## src/rtl/mem_ctrl_pkg.sv

```systemverilog
// ----------------------------------------------------------------------------
// mem_ctrl_pkg
// Shared definitions for the byte-serial memory controller:
//   - MEM-stage load/store aluop codes and the aluop bus width
//   - FSM state encoding and transfer-owner encoding
//   - decode_access(): aluop -> {valid, is_store, nbytes}
// ----------------------------------------------------------------------------
package mem_ctrl_pkg;

  localparam int ALU_OP_BUS_W = 8;

  typedef logic [ALU_OP_BUS_W-1:0] aluop_t;

  // MEM-stage load/store operation codes
  localparam aluop_t EXE_LB_OP  = 8'hE0;
  localparam aluop_t EXE_LH_OP  = 8'hE1;
  localparam aluop_t EXE_LW_OP  = 8'hE3;
  localparam aluop_t EXE_LBU_OP = 8'hE4;
  localparam aluop_t EXE_LHU_OP = 8'hE5;
  localparam aluop_t EXE_SB_OP  = 8'hE8;
  localparam aluop_t EXE_SH_OP  = 8'hE9;
  localparam aluop_t EXE_SW_OP  = 8'hEB;

  typedef enum logic [1:0] {
    ST_IDLE  = 2'd0,
    ST_READ  = 2'd1,
    ST_WRITE = 2'd2,
    ST_DONE  = 2'd3
  } state_t;

  typedef enum logic {
    OWN_IF = 1'b0,
    OWN_LS = 1'b1
  } owner_t;

  typedef struct packed {
    logic       valid;     // op is a load or a store
    logic       is_store;
    logic [2:0] nbytes;    // 1, 2 or 4
  } access_t;

  // Map a MEM-stage aluop to its access class; anything else is idle.
  function automatic access_t decode_access(input aluop_t aluop);
    access_t acc;
    acc = '0;
    case (aluop)
      EXE_LB_OP, EXE_LBU_OP: acc = '{valid: 1'b1, is_store: 1'b0, nbytes: 3'd1};
      EXE_LH_OP, EXE_LHU_OP: acc = '{valid: 1'b1, is_store: 1'b0, nbytes: 3'd2};
      EXE_LW_OP:             acc = '{valid: 1'b1, is_store: 1'b0, nbytes: 3'd4};
      EXE_SB_OP:             acc = '{valid: 1'b1, is_store: 1'b1, nbytes: 3'd1};
      EXE_SH_OP:             acc = '{valid: 1'b1, is_store: 1'b1, nbytes: 3'd2};
      EXE_SW_OP:             acc = '{valid: 1'b1, is_store: 1'b1, nbytes: 3'd4};
      default:               acc = '0;
    endcase
    return acc;
  endfunction

endpackage

```

## src/rtl/mem_ctrl_if.sv

```systemverilog
// ----------------------------------------------------------------------------
// mem_ctrl_if
// Bundles the fetch port, the load/store port and the byte-wide RAM port of
// the memory controller.
//   slave  : controller view (requests and ram_din in; done/data/RAM drive out)
//   master : environment view (pipeline stages and RAM)
// ----------------------------------------------------------------------------
interface mem_ctrl_if #(
  parameter int ADDR_W  = 32,
  parameter int ALUOP_W = 8
);

  // instruction fetch
  logic              if_req;
  logic [ADDR_W-1:0] if_addr;
  logic              if_done;
  logic [31:0]       if_inst;

  // MEM-stage load/store
  logic [ALUOP_W-1:0] ls_aluop;
  logic [ADDR_W-1:0]  ls_addr;
  logic [31:0]        ls_wdata;
  logic               ls_done;
  logic [31:0]        ls_rdata;

  // single-port byte RAM
  logic [ADDR_W-1:0] ram_addr;
  logic              ram_wr;
  logic [7:0]        ram_dout;
  logic [7:0]        ram_din;

  modport slave (
    input  if_req, if_addr, ls_aluop, ls_addr, ls_wdata, ram_din,
    output if_done, if_inst, ls_done, ls_rdata, ram_addr, ram_wr, ram_dout
  );

  modport master (
    output if_req, if_addr, ls_aluop, ls_addr, ls_wdata, ram_din,
    input  if_done, if_inst, ls_done, ls_rdata, ram_addr, ram_wr, ram_dout
  );

endinterface

```

## src/rtl/mem_ctrl_arb.sv

```systemverilog
// ----------------------------------------------------------------------------
// mem_ctrl_arb
// Combinational fixed-priority picker between load/store and fetch.
// Load/store wins so a stalled MEM stage is always released first.
//   idle     in  controller can accept a new transfer
//   if_req   in  fetch pending
//   ls_valid in  load/store pending
//   grant_ls out start a load/store this cycle
//   grant_if out start a fetch this cycle
// ----------------------------------------------------------------------------
module mem_ctrl_arb (
  input  logic idle,
  input  logic if_req,
  input  logic ls_valid,
  output logic grant_ls,
  output logic grant_if
);

  assign grant_ls = idle & ls_valid;
  assign grant_if = idle & if_req & ~ls_valid;

endmodule

```

## src/rtl/mem_ctrl.sv

```systemverilog
// ----------------------------------------------------------------------------
// mem_ctrl
// Byte-serial controller sharing one 8-bit single-port RAM between
// instruction fetch and MEM-stage loads/stores. Each access is split into
// 1, 2 or 4 byte transfers at base+0..base+n-1 (32-bit wrap), read data is
// assembled little-endian, and the owner gets a one-cycle done pulse.
//   clk, rst  clock, asynchronous active-high reset
//   bus       mem_ctrl_if.slave: if_* fetch port, ls_* load/store port,
//             ram_* byte RAM port (ram_din valid the cycle after ram_addr)
// ----------------------------------------------------------------------------
module mem_ctrl
  import mem_ctrl_pkg::*;
#(
  parameter int ADDR_W  = 32,
  parameter int ALUOP_W = 8
) (
  input  logic      clk,
  input  logic      rst,
  mem_ctrl_if.slave bus
);

  // FSM and transfer context
  state_t            state,  state_d;
  owner_t            owner,  owner_d;
  logic [2:0]        cnt,    cnt_d;     // cycles spent in READ/WRITE
  logic [2:0]        nbytes, nbytes_d;
  logic [ADDR_W-1:0] base,   base_d;
  logic [31:0]       wbuf,   wbuf_d;    // store bytes still to send, LSB next
  logic [31:0]       rbuf,   rbuf_d;    // read bytes assembled so far

  // registered outputs
  logic [ADDR_W-1:0] ram_addr_q, ram_addr_d;
  logic              ram_wr_q,   ram_wr_d;
  logic [7:0]        ram_dout_q, ram_dout_d;
  logic [31:0]       if_inst_q,  if_inst_d;
  logic [31:0]       ls_rdata_q, ls_rdata_d;

  logic [ALUOP_W-1:0] ls_op;
  access_t            ls_acc;
  logic               grant_ls, grant_if;
  logic [2:0]         cnt_nxt;
  logic [1:0]         cap_idx;
  logic [31:0]        captured;

  assign ls_op  = bus.ls_aluop;
  assign ls_acc = decode_access(ALU_OP_BUS_W'(ls_op));

  mem_ctrl_arb u_arb (
    .idle     (state == ST_IDLE),
    .if_req   (bus.if_req),
    .ls_valid (ls_acc.valid),
    .grant_ls (grant_ls),
    .grant_if (grant_if)
  );

  // In READ cycle cnt, ram_din carries byte cnt-1 (address issued one cycle
  // earlier), so it lands in lane cnt-1 of the assembly buffer.
  assign cnt_nxt  = cnt + 3'd1;
  assign cap_idx  = 2'(cnt - 3'd1);
  assign captured = rbuf | (32'(bus.ram_din) << {cap_idx, 3'b000});

  // NOTE: every signal gets a default before the case so no path leaves it
  // unassigned; an unassigned path in always_comb would infer a latch.
  always_comb begin
    state_d    = state;
    owner_d    = owner;
    cnt_d      = cnt;
    nbytes_d   = nbytes;
    base_d     = base;
    wbuf_d     = wbuf;
    rbuf_d     = rbuf;
    ram_addr_d = ram_addr_q;
    ram_wr_d   = 1'b0;
    ram_dout_d = ram_dout_q;
    if_inst_d  = if_inst_q;
    ls_rdata_d = ls_rdata_q;

    unique case (state)
      ST_IDLE: begin
        // Op class is carried by the next state (READ vs WRITE).
        cnt_d  = 3'd0;
        rbuf_d = '0;
        if (grant_ls) begin
          owner_d    = OWN_LS;
          base_d     = bus.ls_addr;
          nbytes_d   = ls_acc.nbytes;
          ram_addr_d = bus.ls_addr;
          if (ls_acc.is_store) begin
            state_d    = ST_WRITE;
            ram_wr_d   = 1'b1;
            ram_dout_d = bus.ls_wdata[7:0];
            wbuf_d     = bus.ls_wdata >> 8;
          end else begin
            state_d = ST_READ;
          end
        end else if (grant_if) begin
          owner_d    = OWN_IF;
          base_d     = bus.if_addr;
          nbytes_d   = 3'd4;
          ram_addr_d = bus.if_addr;
          state_d    = ST_READ;
        end
      end

      ST_READ: begin
        cnt_d = cnt_nxt;
        if (cnt_nxt < nbytes) begin
          ram_addr_d = base + ADDR_W'(cnt_nxt);
        end
        if (cnt != 3'd0) begin
          rbuf_d = captured;
        end
        if (cnt == nbytes) begin
          state_d = ST_DONE;
          if (owner == OWN_LS) ls_rdata_d = captured;
          else                 if_inst_d  = captured;
        end
      end

      ST_WRITE: begin
        cnt_d = cnt_nxt;
        if (cnt_nxt < nbytes) begin
          ram_wr_d   = 1'b1;
          ram_addr_d = base + ADDR_W'(cnt_nxt);
          ram_dout_d = wbuf[7:0];
          wbuf_d     = wbuf >> 8;
        end else begin
          state_d = ST_DONE;
        end
      end

      ST_DONE: begin
        // Requests are still visible here; ignoring them prevents a relaunch.
        state_d = ST_IDLE;
      end

      default: state_d = ST_IDLE;
    endcase
  end

  // NOTE: state registers use non-blocking assignments so every flop samples
  // the pre-edge value regardless of statement order.
  always_ff @(posedge clk or posedge rst) begin
    if (rst) begin
      state      <= ST_IDLE;
      owner      <= OWN_IF;
      cnt        <= '0;
      nbytes     <= '0;
      base       <= '0;
      wbuf       <= '0;
      rbuf       <= '0;
      ram_addr_q <= '0;
      ram_wr_q   <= 1'b0;
      ram_dout_q <= '0;
      if_inst_q  <= '0;
      ls_rdata_q <= '0;
    end else begin
      state      <= state_d;
      owner      <= owner_d;
      cnt        <= cnt_d;
      nbytes     <= nbytes_d;
      base       <= base_d;
      wbuf       <= wbuf_d;
      rbuf       <= rbuf_d;
      ram_addr_q <= ram_addr_d;
      ram_wr_q   <= ram_wr_d;
      ram_dout_q <= ram_dout_d;
      if_inst_q  <= if_inst_d;
      ls_rdata_q <= ls_rdata_d;
    end
  end

  assign bus.ram_addr = ram_addr_q;
  assign bus.ram_wr   = ram_wr_q;
  assign bus.ram_dout = ram_dout_q;
  assign bus.if_inst  = if_inst_q;
  assign bus.ls_rdata = ls_rdata_q;
  assign bus.if_done  = (state == ST_DONE) && (owner == OWN_IF);
  assign bus.ls_done  = (state == ST_DONE) && (owner == OWN_LS);

endmodule
```

## src/flat_wrapper.sv

```systemverilog
// flat-port wrapper written by rule: the top's interface ports become plain ports
module mem_ctrl_flat import mem_ctrl_pkg::*;
#(
  parameter int ADDR_W  = 32,
  parameter int ALUOP_W = 8
)
  (clk, rst, bus_if_req, bus_if_addr, bus_ls_aluop, bus_ls_addr, bus_ls_wdata, bus_ram_din, bus_if_done, bus_if_inst, bus_ls_done, bus_ls_rdata, bus_ram_addr, bus_ram_wr, bus_ram_dout);
  mem_ctrl_if #(.ADDR_W(ADDR_W), .ALUOP_W(ALUOP_W)) bus_i ();
  input  logic clk;
  input  logic rst;
  input wire logic [$bits(bus_i.if_req)-1:0] bus_if_req;
  input wire logic [$bits(bus_i.if_addr)-1:0] bus_if_addr;
  input wire logic [$bits(bus_i.ls_aluop)-1:0] bus_ls_aluop;
  input wire logic [$bits(bus_i.ls_addr)-1:0] bus_ls_addr;
  input wire logic [$bits(bus_i.ls_wdata)-1:0] bus_ls_wdata;
  input wire logic [$bits(bus_i.ram_din)-1:0] bus_ram_din;
  output wire logic [$bits(bus_i.if_done)-1:0] bus_if_done;
  output wire logic [$bits(bus_i.if_inst)-1:0] bus_if_inst;
  output wire logic [$bits(bus_i.ls_done)-1:0] bus_ls_done;
  output wire logic [$bits(bus_i.ls_rdata)-1:0] bus_ls_rdata;
  output wire logic [$bits(bus_i.ram_addr)-1:0] bus_ram_addr;
  output wire logic [$bits(bus_i.ram_wr)-1:0] bus_ram_wr;
  output wire logic [$bits(bus_i.ram_dout)-1:0] bus_ram_dout;
  assign bus_i.if_req = bus_if_req;
  assign bus_i.if_addr = bus_if_addr;
  assign bus_i.ls_aluop = bus_ls_aluop;
  assign bus_i.ls_addr = bus_ls_addr;
  assign bus_i.ls_wdata = bus_ls_wdata;
  assign bus_i.ram_din = bus_ram_din;
  assign bus_if_done = bus_i.if_done;
  assign bus_if_inst = bus_i.if_inst;
  assign bus_ls_done = bus_i.ls_done;
  assign bus_ls_rdata = bus_i.ls_rdata;
  assign bus_ram_addr = bus_i.ram_addr;
  assign bus_ram_wr = bus_i.ram_wr;
  assign bus_ram_dout = bus_i.ram_dout;
  mem_ctrl #(.ADDR_W(ADDR_W), .ALUOP_W(ALUOP_W)) u_core (.clk(clk), .rst(rst), .bus(bus_i));
endmodule
```

## config.mk

```make
export PLATFORM = sky130hd
export DESIGN_NAME = mem_ctrl_flat
export DESIGN_NICKNAME = d
export VERILOG_FILES = /design/src/rtl/mem_ctrl_pkg.sv /design/src/rtl/mem_ctrl_if.sv /design/src/rtl/mem_ctrl_arb.sv /design/src/rtl/mem_ctrl.sv /design/src/flat_wrapper.sv
export SDC_FILE = /design/constraint.sdc
export NUM_CORES = 1
export LEC_CHECK = 0
export ABC_AREA = 0
export ABC_CLOCK_PERIOD_IN_PS = 7600
export CAP_MARGIN = 20
export CORE_AREA = 2 2 167 169
export DETAILED_ROUTE_END_ITERATION = 8
export DIE_AREA = 0 0 169 171
export GPL_TIMING_DRIVEN = 1
export PLACE_DENSITY_LB_ADDON = 0.08
export SLEW_MARGIN = 20
export SYNTH_ARGS = -nofsm -noshare
export SYNTH_HDL_FRONTEND = slang
export SYNTH_HIERARCHICAL = 1
export SYNTH_SLANG_ARGS = --single-unit
export TNS_END_PERCENT = 50
```

## constraint.sdc

```tcl
create_clock -name clk -period 7.6 [get_ports clk]
set_input_delay 2.28 -clock clk [delete_from_list [all_inputs] [get_ports clk]]
set_output_delay 2.28 -clock clk [all_outputs]
set_load 0.1 [all_outputs]
```

==> results.sh, run 1 <==
export IMPL_hold_viol=0
export IMPL_ys_seq_area_share_pct=52.54
export IMPL_postCtsResizedCells=0
export IMPL_slew_headroom_pct=27.96
export IMPL_drive_gt1_share_pct=7.411
export IMPL_syn2layout_area_growth_pct=34.46
export IMPL_groute_usage_overall_pct=18.02
export IMPL_worstHoldPathType="register to register"
export IMPL_fin_crit_ps=4938
export IMPL_first_pass_iters=5
export IMPL_cts_clk_slew_worst_paths_ps=60
export IMPL_outcome="completed"
export IMPL_initial_utilization_pct=35.21
export IMPL_cts_tree="built"
export IMPL_yosysTopAreaCell="dfrtp_1"
export IMPL_place_gp_congestion=0.7818
export IMPL_drt_iter0_markers=369
export IMPL_worstPathArrival_ps=5340
export IMPL_antenna_left=0
export IMPL_grt_max_degree=154
export IMPL_ioPinCount=222
export IMPL_die_x_um=169
export IMPL_max_freq_mhz=202.5
export IMPL_wl_per_cell_um=17.18
export IMPL_crit_required_ps=8000
export IMPL_clock_sinks=202
export IMPL_die_area_um2=28900
export IMPL_grt_pass1_wl_um=41660
export IMPL_clockRootBuffer="clkbuf_16"
export IMPL_cts_hold_buf=0
export IMPL_dp_final_hpwl_um=18340
export IMPL_grt_setup_unrepaired="false"
export IMPL_critPathCaptureType="register"
export IMPL_synth_seq_cells=202
export IMPL_portBuffers=221
export IMPL_syn_avg_cell_area_um2=10.04
export IMPL_antenna_cells=0
export IMPL_yosys_top_cells_count="dfrtp_1, nand2_1, o21ai_0"
export IMPL_setup_viol=0
export IMPL_synth_warnings=6
export IMPL_synth_top_area_share_pct=52.54
export IMPL_synth_area_leaders="dfrtp_1, o21ai_0, nand2_1"
export IMPL_drc=0
export IMPL_final_area_um2=12940
export IMPL_post_dp_cell_area_um2=12160
export IMPL_core_area_um2=27320
export IMPL_fin_skew_ps=14.83
export IMPL_setup_tns_ps=0
export IMPL_startpoint_type="input pin"
export IMPL_path_max_fanout=15
export IMPL_overflow=0
export IMPL_syn_area_um2=9622
export IMPL_cap_violations=0
export IMPL_synth_edf_count=0
export IMPL_clock_latency_ps=520
export IMPL_path_class="input pin to register"
export IMPL_vias=7666
export IMPL_antenna_found_initial=0
export IMPL_synthArstFlopShare_pct=100.0
export IMPL_fin_crit_sh_pct=64.97
export IMPL_rows=61
export IMPL_slew_violations=0
export IMPL_yosysMostFrequentCell="dfrtp_1"
export IMPL_grt_pass1_vias=7492
export IMPL_cts_setup_buffers=0
export IMPL_cts_buffer_depth=3
export IMPL_cts_made_buffers=24
export IMPL_syn_nets=1087
export IMPL_synthFlopType="dfrtp_1"
export IMPL_synth_distinct_cells=57
export IMPL_syn_inst=958
export IMPL_vias_per_cell=5.043
export IMPL_cts_htree_levels=1
export IMPL_routed_wirelength_um=26110
export IMPL_tightest_slew_ps=1077
export IMPL_fin_nets=1286
export IMPL_die_height_um=171
[area by class of cell]
cell class,count,area (um^2)
Multi-Input combinational cell,680,4277
Clock inverter,8,106.4
Tap cell,346,432.9
Sequential cell,202,5055
Inverter,16,63.81
Fill cell,2593,14390
Clock buffer,35,671.9
Timing Repair Buffer,233,2331
[cells in the final DEF (no fill, tap or decap), drive strengths merged, types with 5 or more instances in the layout]
cell	Yosys	final
nand2	144	144
nor3	16	16
buf	25	12
nand4	12	12
and2	7	7
clkdlybuf4s50	0	221
and4	6	6
mux2	55	55
xor2	14	14
nor3b	10	10
o211ai	5	5
nor2b	6	6
xnor2	14	14
dfrtp	202	202
a21oi	88	88
nand3	8	8
o21ai	115	115
o22ai	9	9
ha	13	13
a31oi	9	9
clkbuf	35	35
a21o	9	9
nor4	5	5
nor2	55	55
mux2i	38	38
inv	16	15
[state kept, by name, summed over array words and instances, names as in the netlist, 2 cells and up]
signal / cells
u_core/nbytes: 3
u_core/cnt: 3
u_core/bus.if_inst: 32
u_core/bus.ls_rdata: 32
u_core/state: 2
u_core/rbuf: 32
u_core/bus.ram_dout: 8
u_core/bus.ram_addr: 32
u_core/base: 32
u_core/wbuf: 24
[per-layer routing]
| metal | up-vias | GRT usage (%) | part of all wire (%) |
|---|---|---|---|
| met5 | - | 0 | 0 |
| met2 | 201 | 28.10 | 45 |
| li1 | 3783 | - | - |
| met4 | 0 | 3.939 | 1.8 |
| met3 | 36 | 3.863 | 6.2 |
| met1 | 3646 | 25.84 | 47 |
[worst max-delay path, stage by stage]
cell             delay, ps
clkdlybuf4s50_1        510
inv_1                   70
a21oi_1                330
o21a_1                 190
and3b_1                240
nor3b_2                310
nor3_2                 100
a21oi_2                500
buf_6                  260
buf_4                  220
nor3_1                  60
a221o_1                270
[cell families after synthesis]
| group | synth area share, % |
|---|---|
| AND/OR/NAND/NOR | 14.41 |
| flip-flops | 52.54 |
| adder cells (fa/ha/maj) | 1.899 |
| buffers and inverters | 3.342 |
| multiplexers | 10.39 |
| AO/OA/AOI/OAI | 14.88 |
| XOR/XNOR | 2.549 |
[stage by stage]
step | worst slack (ps) | cells | util, % | hold WS, ps
2_1_floorplan | 2704 | 958 | - | 444.1
3_3_place_gp | 1901 | 1475 | 44.39 | 458.3
3_5_place_dp | 2141 | 1477 | 44.50 | 461.9
4_1_cts | 2694 | 1520 | 47.35 | 476.7
5_1_grt | 2488 | 1520 | 47.35 | 493.9
6_report | 2662 | 1520 | 47.35 | 475.2
[final timing paths]
path | startpoint | to | slack [ps] | depth (start not counted)
max in group asynchronous | rst | u_core/rbuf[14]$_DFFE_PP0P_ | 4220 | 3
min in group asynchronous | rst | u_core/bus.ls_rdata[21]$_DFFE_PP0P_ | 2140 | 2
max | bus_ls_aluop[0] | u_core/bus.ram_addr[16]$_DFFE_PP0P_ | 2660 | 12
min reg2reg | u_core/wbuf[18]$_DFFE_PP0P_ | u_core/wbuf[18]$_DFFE_PP0P_ | 480 | 1
max reg2reg | u_core/cnt[0]$_DFFE_PP0P_ | u_core/bus.ram_addr[18]$_DFFE_PP0P_ | 4070 | 9
min | u_core/wbuf[18]$_DFFE_PP0P_ | u_core/wbuf[18]$_DFFE_PP0P_ | 480 | 1
Power of run 1 is not shown: default switching activity piles up to over one toggle a cycle in this logic, so the estimate is an artifact.
==> run 2: changes to the inputs <==
--- a/config.mk
+++ b/config.mk
@@ -6,7 +6,7 @@
 export NUM_CORES = 1
 export LEC_CHECK = 0
 export ABC_AREA = 0
-export ABC_CLOCK_PERIOD_IN_PS = 7600
+export ABC_CLOCK_PERIOD_IN_PS = 4890
 export CAP_MARGIN = 20
 export CORE_AREA = 2 2 167 169
 export DETAILED_ROUTE_END_ITERATION = 8
==> constraint.sdc (replaced) <==
create_clock -name clk -period 4.89 [get_ports clk]
set_input_delay 1.467 -clock clk [delete_from_list [all_inputs] [get_ports clk]]
set_output_delay 1.467 -clock clk [all_outputs]
set_load 0.1 [all_outputs]
==> results.sh, run 2 (same netlist as run 1, synthesis figures left out) <==
export IMPL_outcome="completed"
export IMPL_setup_tns_ps=0
export IMPL_postCtsResizedCells=0
export IMPL_clock_sinks=202
export IMPL_final_cell_mix="clkdlybuf4s50_1, dfrtp_1, nand2_1, o21ai_0, a21oi_1"
export IMPL_core_area_um2=27320
export IMPL_slew_headroom_pct=30.80
export IMPL_place_gp_congestion=0.7724
export IMPL_fin_nets=1290
export IMPL_slowest_delay_ps=510
export IMPL_cp_top_family="compound AO/OA/AOI/OAI gates"
export IMPL_cts_htree_levels=1
export IMPL_fin_crit_sh_pct=76.69
export IMPL_cts_clk_slew_worst_paths_ps=60
export IMPL_path_class="input pin to register"
export IMPL_die_height_um=171
export IMPL_slew_violations=0
export IMPL_crit_required_ps=5280
export IMPL_wl_per_cell_um=17.06
export IMPL_cts_hold_buf=0
export IMPL_antenna_found_initial=0
export IMPL_final_common_cell="clkdlybuf4s50_1"
export IMPL_routed_wirelength_um=25970
export IMPL_cts_buffer_depth=3
export IMPL_grt_max_degree=116
export IMPL_vias_per_cell=5.014
export IMPL_r2r_end="u_core/bus.ram_addr[18]$_DFFE_PP0P_"
export IMPL_r2r_cells=10
export IMPL_ioPinCount=222
export IMPL_antenna_left=0
export IMPL_holdPathEnd="u_core/wbuf[18]$_DFFE_PP0P_"
export IMPL_tightest_slew_ps=1030
export IMPL_hold_start="u_core/wbuf[18]$_DFFE_PP0P_"
export IMPL_groute_usage_overall_pct=18.14
export IMPL_r2r_start="u_core/cnt[0]$_DFFE_PP0P_"
export IMPL_ff2ff_setup_slack_ps=1630
export IMPL_met2_usage_pct=27.64
export IMPL_grt_pass1_vias=7609
export IMPL_die_x_um=169
export IMPL_cts_setup_buffers=0
export IMPL_drc=0
export IMPL_clock_latency_ps=510
export IMPL_path_buf_inv=2
export IMPL_critPathSlowestCell="clkdlybuf4s50_1"
export IMPL_dp_final_hpwl_um=18370
export IMPL_portBuffers=221
export IMPL_path_cells="clkdlybuf4s50_1 > inv_1 > a21oi_1 > o21a_1 > and2_2 > and2_1 > nand4_4 > o2bb2ai_4 > mux2_1"
export IMPL_first_pass_iters=4
export IMPL_worstPathArrival_ps=4140
export IMPL_drive_gt1_share_pct=7.823
export IMPL_cts_tree="built"
export IMPL_top_usage_layer="met2"
export IMPL_grt_setup_unrepaired="false"
export IMPL_max_freq_mhz=266.7
export IMPL_syn2layout_area_growth_pct=34.68
export IMPL_grt_pass1_wl_um=42070
export IMPL_fin_crit_ps=3750
export IMPL_setup_viol=0
export IMPL_use_met3_pct=3.609
export IMPL_clockRootBuffer="clkbuf_16"
export IMPL_cap_violations=0
export IMPL_die_area_um2=28900
export IMPL_critPathCaptureType="register"
export IMPL_startpoint_type="input pin"
export IMPL_hold_depth=1
export IMPL_antenna_cells=0
export IMPL_vias=7632
export IMPL_fin_skew_ps=4.006
export IMPL_hold_viol=0
export IMPL_overflow=0
export IMPL_drt_iter0_markers=467
export IMPL_cts_made_buffers=24
export IMPL_grtUsageMet1_pct=26.50
export IMPL_worstHoldPathType="register to register"
export IMPL_rows=61
export IMPL_initial_utilization_pct=35.21
export IMPL_path_max_fanout=32
run 2: changes by cell type in the layout (fill, tap and decap cells not counted), moves of 2 or more:
cell,change
buf_4,+6
clkbuf_8,+3
clkdlybuf4s50_1,-2
clkinvlp_4,-2
run 2: worst max-delay path by stage:
stage / from / cells past startpoint / slack (ps) / end
2_1_floorplan: rst / 1 / 810 / u_core/base[0]$_DFFE_PP0P_
3_3_place_gp: bus_ls_aluop[0] / 9 / 670 / u_core/bus.ram_dout[3]$_DFFE_PP0P_
3_5_place_dp: bus_ls_aluop[0] / 9 / 600 / u_core/wbuf[12]$_DFFE_PP0P_
4_1_cts: bus_ls_aluop[0] / 9 / 1140 / u_core/wbuf[9]$_DFFE_PP0P_
5_1_grt: bus_ls_aluop[0] / 9 / 950 / u_core/wbuf[12]$_DFFE_PP0P_
6_report: bus_ls_aluop[0] / 9 / 1140 / u_core/wbuf[9]$_DFFE_PP0P_
run 2: layout make-up:
class | count | area, um^2
clock buffer | 37 | 709.4
clock inverter | 4 | 56.30
fill | 2676 | 14370
inverter | 16 | 63.81
multi-input combinational | 680 | 4277
sequential | 202 | 5055
tap | 346 | 432.9
timing repair buffer | 237 | 2365
run 2: metrics by stage:
step           setup slack, ps  std cells  utilization, %  cell area, um^2  hold WS (ps)
2_1_floorplan            806.7        958               -             9625         444.1
3_3_place_gp             667.8       1481           44.62            12190         460.3
3_5_place_dp             598.5       1481           44.62            12190         467.5
4_1_cts                   1144       1522           47.43            12960         480.5
5_1_grt                  946.7       1522           47.43            12960         498.4
6_report                  1140       1522           47.43            12960         474.5
run 2: layer usage:
layer / part of all wire, % / wire length (um)
met3: 5.8 / 1519
met1: 48 / 12590
met2: 44 / 11400
met5: 0 / 0
met4: 1.8 / 468
run 2: worst reg2reg max path: stages, from the launching register on:
cell and delay, ps:
dfrtp_1 500, inv_1 190, ha_1 490, inv_1 210, fa_1 460, nor2b_1 140, buf_4 180, nor2_1 170
o31a_1 330, or3_1 310, a22o_1 190
Power of run 2 is left out for the same reason.
